**config.mk**
```make
export PLATFORM = sky130hd
export DESIGN_NAME = hs_flow_quantizer
export DESIGN_NICKNAME = d
export VERILOG_FILES = /design/src/rtl/hs_flow_quantizer.sv
export SDC_FILE = /design/constraint.sdc
export NUM_CORES = 1
export LEC_CHECK = 0
export ABC_AREA = 0
export BUFFER_PORTS_ARGS = -buffer_cell sky130_fd_sc_hd__buf_2
export CAP_MARGIN = 30
export CELL_PAD_IN_SITES_DETAIL_PLACEMENT = 1
export CELL_PAD_IN_SITES_GLOBAL_PLACEMENT = 2
export CORE_ASPECT_RATIO = 0.5
export CORE_MARGIN = 2
export CORE_UTILIZATION = 25
export CTS_CLUSTER_DIAMETER = 150
export DETAILED_ROUTE_END_ITERATION = 10
export PLACE_DENSITY_LB_ADDON = 0.1
export SETUP_SLACK_MARGIN = 0.2
export SYNTH_ARGS = -nofsm -noshare
export SYNTH_HDL_FRONTEND = slang
export SYNTH_SLANG_ARGS = --single-unit
```
**constraint.sdc**
```tcl
create_clock -name clk -period 11.2 [get_ports clk]
set_input_delay 2.24 -clock clk [delete_from_list [all_inputs] [get_ports clk]]
set_output_delay 2.24 -clock clk [all_outputs]
set_load 0.02 [all_outputs]
```
**src/rtl/hs_flow_quantizer.sv**
```systemverilog
// hs_flow_quantizer: turns the 26-bit fixed-point (u, v) flow stream into
// 8-bit saturated components plus an L1 magnitude, two register stages deep,
// and gathers per-frame statistics (max magnitude, saturated-pixel count).
module hs_flow_quantizer #(
   parameter int FP_WIDTH     = 26,
   parameter int FRAC_BITS    = 12,
   parameter int OUT_FRAC     = 2,
   parameter int IMAGE_WIDTH  = 512,
   parameter int IMAGE_HEIGHT = 256,
   parameter int CNT_W        = 18
) (
   input  logic                clk,
   input  logic                reset,
   input  logic                io_frame_sync_in,
   input  logic [FP_WIDTH-1:0] io_data_in_u,
   input  logic [FP_WIDTH-1:0] io_data_in_v,
   output logic                io_frame_sync_out,
   output logic [7:0]          io_data_out_u,
   output logic [7:0]          io_data_out_v,
   output logic [7:0]          io_data_out_mag,
   output logic                io_data_out_sat,
   output logic                io_stats_valid,
   output logic [7:0]          io_stats_max_mag,
   output logic [CNT_W-1:0]    io_stats_sat_count,
   output logic                io_stats_short
);

   localparam int SHIFT = FRAC_BITS - OUT_FRAC;
   localparam int EXT_W = FP_WIDTH + 1;

   localparam logic signed [EXT_W-1:0] ROUND_C    = EXT_W'(2 ** (SHIFT - 1));
   localparam logic signed [EXT_W-1:0] Q_MAX      = EXT_W'(127);
   localparam logic signed [EXT_W-1:0] Q_MIN      = EXT_W'(-128);
   localparam logic [CNT_W-1:0]        IMAGE_SIZE = CNT_W'(IMAGE_WIDTH * IMAGE_HEIGHT);

   typedef enum logic {
      ST_IDLE,
      ST_COUNT
   } state_t;

   // Round half toward +inf, then clamp to 8 bits; result is {sat, q}.
   // One extra bit of headroom keeps the rounding add from overflowing.
   function automatic logic [8:0] quantize(input logic [FP_WIDTH-1:0] x);
      logic signed [EXT_W-1:0] w_ext;
      w_ext = $signed({x[FP_WIDTH-1], x}) + ROUND_C;
      w_ext = w_ext >>> SHIFT;
      if (w_ext > Q_MAX) begin
         return {1'b1, 8'h7F};
      end else if (w_ext < Q_MIN) begin
         return {1'b1, 8'h80};
      end else begin
         return {1'b0, w_ext[7:0]};
      end
   endfunction

   logic [8:0]       w_q_u;
   logic [8:0]       w_q_v;
   logic             r_s1_sync;
   logic [7:0]       r_s1_u;
   logic [7:0]       r_s1_v;
   logic             r_s1_sat_u;
   logic             r_s1_sat_v;

   logic [8:0]       w_u9;
   logic [8:0]       w_v9;
   logic [8:0]       w_abs_u;
   logic [8:0]       w_abs_v;
   logic [8:0]       w_mag_sum;
   logic [7:0]       w_mag;
   logic             w_sat;

   state_t           r_state;
   logic [CNT_W-1:0] r_cnt;
   logic [7:0]       r_max;
   logic [CNT_W-1:0] r_satcnt;

   assign w_q_u = quantize(io_data_in_u);
   assign w_q_v = quantize(io_data_in_v);

   // Stage 1: register rounded/clamped components and delayed sync.
   always_ff @(posedge clk or negedge reset) begin
      if (!reset) begin
         r_s1_sync  <= 1'b0;
         r_s1_u     <= '0;
         r_s1_v     <= '0;
         r_s1_sat_u <= 1'b0;
         r_s1_sat_v <= 1'b0;
      end else begin
         r_s1_sync               <= io_frame_sync_in;
         {r_s1_sat_u, r_s1_u}    <= w_q_u;
         {r_s1_sat_v, r_s1_v}    <= w_q_v;
      end
   end

   // |q| in 9 bits so -128 maps to +128; the sum only reaches 256 at (-128,-128).
   assign w_u9      = {r_s1_u[7], r_s1_u};
   assign w_v9      = {r_s1_v[7], r_s1_v};
   assign w_abs_u   = w_u9[8] ? 9'(-w_u9) : w_u9;
   assign w_abs_v   = w_v9[8] ? 9'(-w_v9) : w_v9;
   assign w_mag_sum = w_abs_u + w_abs_v;
   assign w_mag     = w_mag_sum[8] ? 8'hFF : w_mag_sum[7:0];
   assign w_sat     = r_s1_sat_u | r_s1_sat_v;

   // Stage 2: register the per-pixel outputs.
   always_ff @(posedge clk or negedge reset) begin
      if (!reset) begin
         io_frame_sync_out <= 1'b0;
         io_data_out_u     <= '0;
         io_data_out_v     <= '0;
         io_data_out_mag   <= '0;
         io_data_out_sat   <= 1'b0;
      end else begin
         io_frame_sync_out <= r_s1_sync;
         io_data_out_u     <= r_s1_u;
         io_data_out_v     <= r_s1_v;
         io_data_out_mag   <= w_mag;
         io_data_out_sat   <= w_sat;
      end
   end

   // Frame statistics FSM, fed by the pixel being loaded into stage 2 so a
   // short-frame pulse lines up with the new frame's sync on the outputs.
   always_ff @(posedge clk or negedge reset) begin
      if (!reset) begin
         r_state            <= ST_IDLE;
         r_cnt              <= '0;
         r_max              <= '0;
         r_satcnt           <= '0;
         io_stats_valid     <= 1'b0;
         io_stats_max_mag   <= '0;
         io_stats_sat_count <= '0;
         io_stats_short     <= 1'b0;
      end else begin
         io_stats_valid <= 1'b0;
         case (r_state)
            ST_IDLE: begin
               if (r_s1_sync) begin
                  r_state  <= ST_COUNT;
                  r_cnt    <= CNT_W'(1);
                  r_max    <= w_mag;
                  r_satcnt <= CNT_W'(w_sat);
               end
            end
            ST_COUNT: begin
               if (r_cnt == IMAGE_SIZE) begin
                  // Full frame: report; a sync on this very pixel opens the next frame.
                  io_stats_valid     <= 1'b1;
                  io_stats_max_mag   <= r_max;
                  io_stats_sat_count <= r_satcnt;
                  io_stats_short     <= 1'b0;
                  if (r_s1_sync) begin
                     r_cnt    <= CNT_W'(1);
                     r_max    <= w_mag;
                     r_satcnt <= CNT_W'(w_sat);
                  end else begin
                     r_state  <= ST_IDLE;
                  end
               end else if (r_s1_sync) begin
                  io_stats_valid     <= 1'b1;
                  io_stats_max_mag   <= r_max;
                  io_stats_sat_count <= r_satcnt;
                  io_stats_short     <= 1'b1;
                  r_cnt              <= CNT_W'(1);
                  r_max              <= w_mag;
                  r_satcnt           <= CNT_W'(w_sat);
               end else begin
                  r_cnt    <= r_cnt + CNT_W'(1);
                  r_max    <= (w_mag > r_max) ? w_mag : r_max;
                  r_satcnt <= r_satcnt + CNT_W'(w_sat);
               end
            end
            default: r_state <= ST_IDLE;
         endcase
      end
   end

endmodule

```
==> summary.md, run 1 <==
| Metric | Value |
|---|---|
| Gr usage total | 13.16% |
| CTS Buffer Depth | 2 |
| Minimum clock period | 5.119 ns |
| Vias in the first global route | 5044 |
| Main synth FF type | dfrtp_1 |
| # rows | 40 |
| Tightest Pin Transition | 0.7058 ns |
| FFs w/ async S/R, synth | 100.0% |
| Post-DP HPWL | 11640 um |
| Hold EP | io_data_out_u[1] |
| FF-to-FF Start | r_s1_v[0] |
| Commonest non-fill, non-tap cells in the layout | dfrtp_1, buf_2, nand2_1 |
| First-pass DRT Iterations | 4 |
| Cell depth of the worst flop-to-flop path | 16 |
| Setup TNS | 0 ns |
| Setup bufs post-CTS | 0 |
| CTS tree | done |
| WHS | 0.4016 ns |
| Area of the core | 23970 um^2 |
| RSZ-0062 raised after global routing | false |
| Filler instances | 2720 |
| Clock Sinks | 118 |
| Port Buf Inserts | 90 |
| Syn nets | 674 |
| Pre-CTS setup slack | 5.938 ns |
| Core Util, Final | 31.55% |
| PwrDens | 182.4 nW/um^2 |
| Final setup margin | 6.081 ns |
| VDD IR max | 0.08851 mV |
| Total number of vias | 4710 |
| Synth warnings | 0 |
| Post-CTS sizing | 0 |
| Static Leak | 3.282 nW |
| R2r setup slk | 6.08 ns |
| Commonest non-fill, non-tap cell in the layout | dfrtp_1 |
| Hold path cells | 0 |
| Total power | 1.380 mW |
| Io pins | 109 |
| Syn-to-layout area delta | 23.80% |
| Syn Std Cell Area | 6110 um^2 |
| First-pass GRT wire length | 26530 um |
| Sw Ratio | 29.35% |
| Top cells by area, synth | dfrtp_1, xnor2_1, ha_1 |
| Clock skew | 0.007091 ns |
| Worst Hold Class | flop to flop |
| Crit Reg-Reg Endpoint | r_max[3] |
| Hold wc startpoint | r_s1_u[1] |
| Number of synthesized flops with an enable pin | 0 |
| Vias/cell | 4.622 |
| Die X | 225.1 um |
| Num CTS Buffers | 17 |
| Skew-Pair Late Insertion Delay | 0.42 ns |
| Synth area leader | dfrtp_1 |
| Fmax | 195.4 MHz |
| Worst Path Required | 11.50 ns |
| Final ANT Viol Nets | 0 |
| # setup viols final | 0 |
| Outcome | finished clean |
| Final Max Slew Viols | 0 |
| DRC Markers | 0 |
| Post-Synthesis Cells | 594 |
| Hold Buf Count CTS | 0 |
| Number of antenna violations at the first check in global routing | 0 |
| Placer congestion estimate | 0.7368 |
| Fin crit share | 45.70% |
| Switch Pwr | 0.4049 mW |
| Comb pwr share | 21.2% |
| Arr. time, crit path | 5.41 ns |
| Max Cap Viol | 0 |
| Syn_area_per_cell | 10.29 um^2 |
| Distinct cells, synth | 62 |
| Setup crit end kind | flop |
| Largest net degree at the start of global routing | 42 |
| Grt ovf | 0 |
| Wire per inst | 15.63 um |
| Post-synth top area share | 48.33% |
| Clock transition at path regs | 0.06 ns |
| Part of the power in the clock network | 42.0% |
| Flop pwr share | 36.8% |
| Die ar. | 25780 um^2 |
| Chip height | 114.5 um |
| P_int | 0.9746 mW |
| Final hold violations | 0 |
| Crit Path Max Fanout | 8 |
| Worst Path Class, Setup | flop to flop |
| Detailed Route WL | 15920 um |
| Crit start category | flop |
| Yosys reg bits | 118 |
| Register area share after synthesis | 48.33% |
| Layout cells sized above 1 | 23.86% |
| Antenna fix cells | 0 |
| Initial core utilization | 25.49% |
| Layout Nets | 771 |
| Max_slew headroom | 52.95% |
| DRT iter0 DRCs | 248 |
| CTS HTree Levels | 4 |
| CTS root buf | clkbuf_16 |
## state kept, by name, summed over array words and instances (netlist names), 8 cells and up
name,cells
io_data_out_mag,8
io_data_out_u,8
io_data_out_v,8
io_stats_max_mag,8
io_stats_sat_count,18
r_cnt,18
r_max,8
r_s1_u,8
r_s1_v,8
r_satcnt,18
## layout make-up
cell class,instances,area [um^2],share of cell area (%)
tap,315,394.1,5.211
timing repair buffer,95,503.0,6.650
clock buffer,20,446.7,5.906
sequential,118,2953,39.04
clock inverter,12,177.7,2.349
multi-input combinational,429,2977,39.35
inverter,30,112.6,1.489
## cells in the mapped netlist, types with 2 or more instances
cell type,instances
dfrtp_1,118
nand2_1,45
xnor2_1,41
o21ai_0,38
nor2_1,37
inv_1,30
mux2_2,25
ha_1,24
a21oi_1,23
nand3_1,22
xor2_1,20
nand4_1,17
nor3_1,15
or3_1,14
clkbuf_1,13
nor4_1,11
and3_1,8
nand2b_1,8
o21ai_1,7
a211oi_1,6
and4_1,5
nor3b_1,5
nor4b_1,5
a21o_1,4
buf_2,3
o31ai_1,3
o41ai_1,3
a2111oi_0,2
a311oi_1,2
a31oi_1,2
nor4_2,2
o2111ai_1,2
o21ba_2,2
o21bai_1,2
o22ai_1,2
or2_2,2
## worst max-delay path by stage
stage | start | endpoint | cells after the start
floorplan | r_s1_u[0] | r_max[0] | 16
global placement | r_s1_v[0] | r_max[6] | 16
detailed placement | r_s1_v[0] | r_max[5] | 16
CTS | r_s1_v[0] | r_max[6] | 16
global route | r_s1_v[0] | r_max[3] | 16
finish | r_s1_v[0] | r_max[3] | 16
## metrics by stage
step	area [um^2]	instances
floorplan	6110	594
global placement	6919	986
global route	7564	1019
CTS	7564	1019
detailed placement	6939	987
finish	7564	1019
## power groups by stage
| stage | registers (mW) | clock network [mW] | logic, mW |
|---|---|---|---|
| after floorplan | 0.550 | 0 | 0.157 |
| after global placement | 0.516 | 0 | 0.296 |
| after detailed placement | 0.518 | 0 | 0.301 |
| after CTS | 0.510 | 0.596 | 0.302 |
| after global routing | 0.515 | 0.618 | 0.331 |
| final | 0.508 | 0.579 | 0.292 |
## worst max-delay path, stage by stage (launching register included)
cell and delay, ns:
dfrtp_1 0.42, inv_1 0.06, ha_1 0.28, nand2_1 0.07, o21ai_0 0.20, fa_1 0.50
a21o_1 0.18, a21oi_1 0.21, o21ai_1 0.14, a31oi_1 0.51, o21ai_0 0.33, ha_1 0.36
and3_1 0.20, a2111oi_0 0.42, o21ai_0 0.18, a31oi_2 0.53, mux2_2 0.40
## per-layer routing
layer	GRT usage (%)	share of wire [%]	vias to the layer above
li1	-	-	2328
met1	16.06	46	2336
met2	23.11	50	35
met3	3.593	2.7	11
met4	3.311	0.77	0
met5	0	0	-
## cells by family (layout without fill, tap and decap cells)
group | after synthesis | after routing | share of synthesized area [%]
simple gates | 204 | 204 | 17.90
flops | 118 | 118 | 48.33
compound gates | 113 | 113 | 12.00
xor+xnor | 61 | 61 | 8.745
buf+inv | 47 | 157 | 3.011
mux | 26 | 26 | 4.772
fa+ha+maj | 25 | 25 | 5.243
(Power assumes the default switching activity.)
==> inputs of run 2 (changes only) <==
==> constraint.sdc (replaced) <==
create_clock -name clk -period 5 [get_ports clk]
set_input_delay 1 -clock clk [delete_from_list [all_inputs] [get_ports clk]]
set_output_delay 1 -clock clk [all_outputs]
set_load 0.02 [all_outputs]
==> run 2 against run 1 <==
Against the previous run: register-to-register slack worse by 5.5 ns; critical path type unchanged; via count rose by 1.2%; flip-flop and latch count unchanged; highest routed layer unchanged; largest cell class unchanged; global-route usage about the same; worst hold slack got worse by 0.0012 ns; fmax rose by 17%; sequential share of layout area barely moved; sequential power increased by 120%.
==> summary.md, run 2 (synthesized netlist as in run 1, its figures left out) <==
| Metric | Value |
|---|---|
| Outcome | finished clean |
| Die ar. | 25780 um^2 |
| Final hold violations | 0 |
| Post-DP HPWL | 11640 um |
| VDD IR max | 0.1949 mV |
| Commonest non-fill, non-tap cell in the layout | dfrtp_1 |
| Wire per inst | 15.66 um |
| Total number of vias | 4766 |
| Num CTS Buffers | 17 |
| Cell count after placement | 990 |
| # setup viols final | 0 |
| Wl on met1 | 7516 um |
| Crit Path Max Fanout | 7 |
| Vias/cell | 4.663 |
| CTS HTree Levels | 4 |
| Initial core utilization | 25.49% |
| Clock Sinks | 118 |
| First-pass DRT Iterations | 4 |
| Highest metal used | met4 |
| Fmax | 227.9 MHz |
| Static Leak | 3.281 nW |
| Number of antenna violations at the first check in global routing | 0 |
| Syn-to-layout area delta | 23.65% |
| Clock skew | 0.007707 ns |
| Gr usage total | 13.16% |
| Layout Nets | 774 |
| Setup crit end kind | flop |
| Max Cap Viol | 0 |
| Placer congestion estimate | 0.7695 |
| Die X | 225.1 um |
| Minimum clock period | 4.389 ns |
| Pre-CTS setup slack | 0.3793 ns |
| Worst Path Required | 5.30 ns |
| Detailed Route WL | 16000 um |
| Commonest non-fill, non-tap cells in the layout | dfrtp_1, buf_2, nand2_1 |
| Layout cells sized above 1 | 24.47% |
| Final ANT Viol Nets | 0 |
| WHS | 0.4004 ns |
| CTS root buf | clkbuf_16 |
| Met3 wire length | 446 um |
| DRT iter0 DRCs | 167 |
| Io pins | 109 |
| CTS Buffer Depth | 2 |
| Antenna fix cells | 0 |
| PwrDens | 404.4 nW/um^2 |
| Fin crit share | 87.78% |
| Grt ovf | 0 |
| Setup TNS | 0 ns |
| Crit start category | flop |
| First-pass GRT wire length | 26570 um |
| Max_slew headroom | 49.57% |
| Final Max Slew Viols | 0 |
| Top flop regs | io_stats_sat_count (18), r_cnt (18), r_satcnt (18) |
| Clock transition at path regs | 0.06 ns |
| Post-CTS sizing | 0 |
| Skew-Pair Late Insertion Delay | 0.41 ns |
| CTS tree | done |
| Final setup margin | 0.6112 ns |
| Vias in the first global route | 5041 |
| Non-Filler Instances | 1022 |
| Area of the core | 23970 um^2 |
| Hold Buf Count CTS | 0 |
| Largest net degree at the start of global routing | 55 |
| Worst Path Class, Setup | flop to flop |
| RSZ-0062 raised after global routing | false |
| DRC Markers | 0 |
| Worst Hold Class | flop to flop |
| # rows | 40 |
| R2r setup slk | 0.61 ns |
| Arr. time, crit path | 4.69 ns |
| Total power | 3.055 mW |
| Chip height | 114.5 um |
| Tightest Pin Transition | 0.7564 ns |
| Port Buf Inserts | 90 |
| Setup bufs post-CTS | 0 |
| Met2 routed WL | 7942 um |
-- run 2: worst paths after layout --
| kind | start | to | cells after the start |
|---|---|---|---|
| worst max-delay path | r_s1_u[0] | r_max[3] | 18 |
| worst min-delay path | r_s1_u[1] | io_data_out_u[1] | 0 |
| worst max register to register | r_s1_u[0] | r_max[3] | 18 |
| worst min register to register | r_s1_u[1] | io_data_out_u[1] | 0 |
| max in group asynchronous | reset | io_stats_max_mag[5] | 2 |
| min in group asynchronous | reset | io_stats_sat_count[13] | 1 |
-- run 2: report_power, final --
part	internal [mW]	leakage (nW)	switching, mW
clock network	0.793	0.281	0.452
registers	1.07	1.48	0.0623
logic	0.277	1.52	0.396
-- run 2: layout make-up --
cell class,instances,area (um^2)
flip-flops and latches,118,2953
repair buffers,98,513.0
multi-input cells,429,2983
fillers,2730,16420
inverters,30,112.6
well taps,315,394.1
clock inverters,13,156.4
clock buffers,19,442.9
-- run 2: metrics by stage --
step                      util [%]  instance area [um^2]
after detailed placement     28.99                  6949
after global routing         31.51                  7555
after CTS                    31.49                  7548
after global placement       28.99                  6949
after floorplan                  -                  6110
final                        31.51                  7555
-- run 2: critical path: stages, from the launching register on --
cell	delay, ns
dfrtp_1	0.39
inv_1	0.06
ha_1	0.28
nand2_1	0.06
o21ai_0	0.16
fa_1	0.50
a21o_1	0.18
a21oi_1	0.22
o21ai_1	0.14
a31oi_1	0.22
buf_4	0.18
nand2_1	0.10
ha_1	0.30
and3_1	0.20
a2111oi_2	0.35
o21ai_0	0.16
a31oi_2	0.22
buf_4	0.21
mux2_2	0.34
-- run 2: routing by layer --
layer  GRT usage, %  vias up
li1               -     2328
met1          16.34     2390
met2          22.90       41
met3          3.516        7
met4          3.179        0
met5              0        -
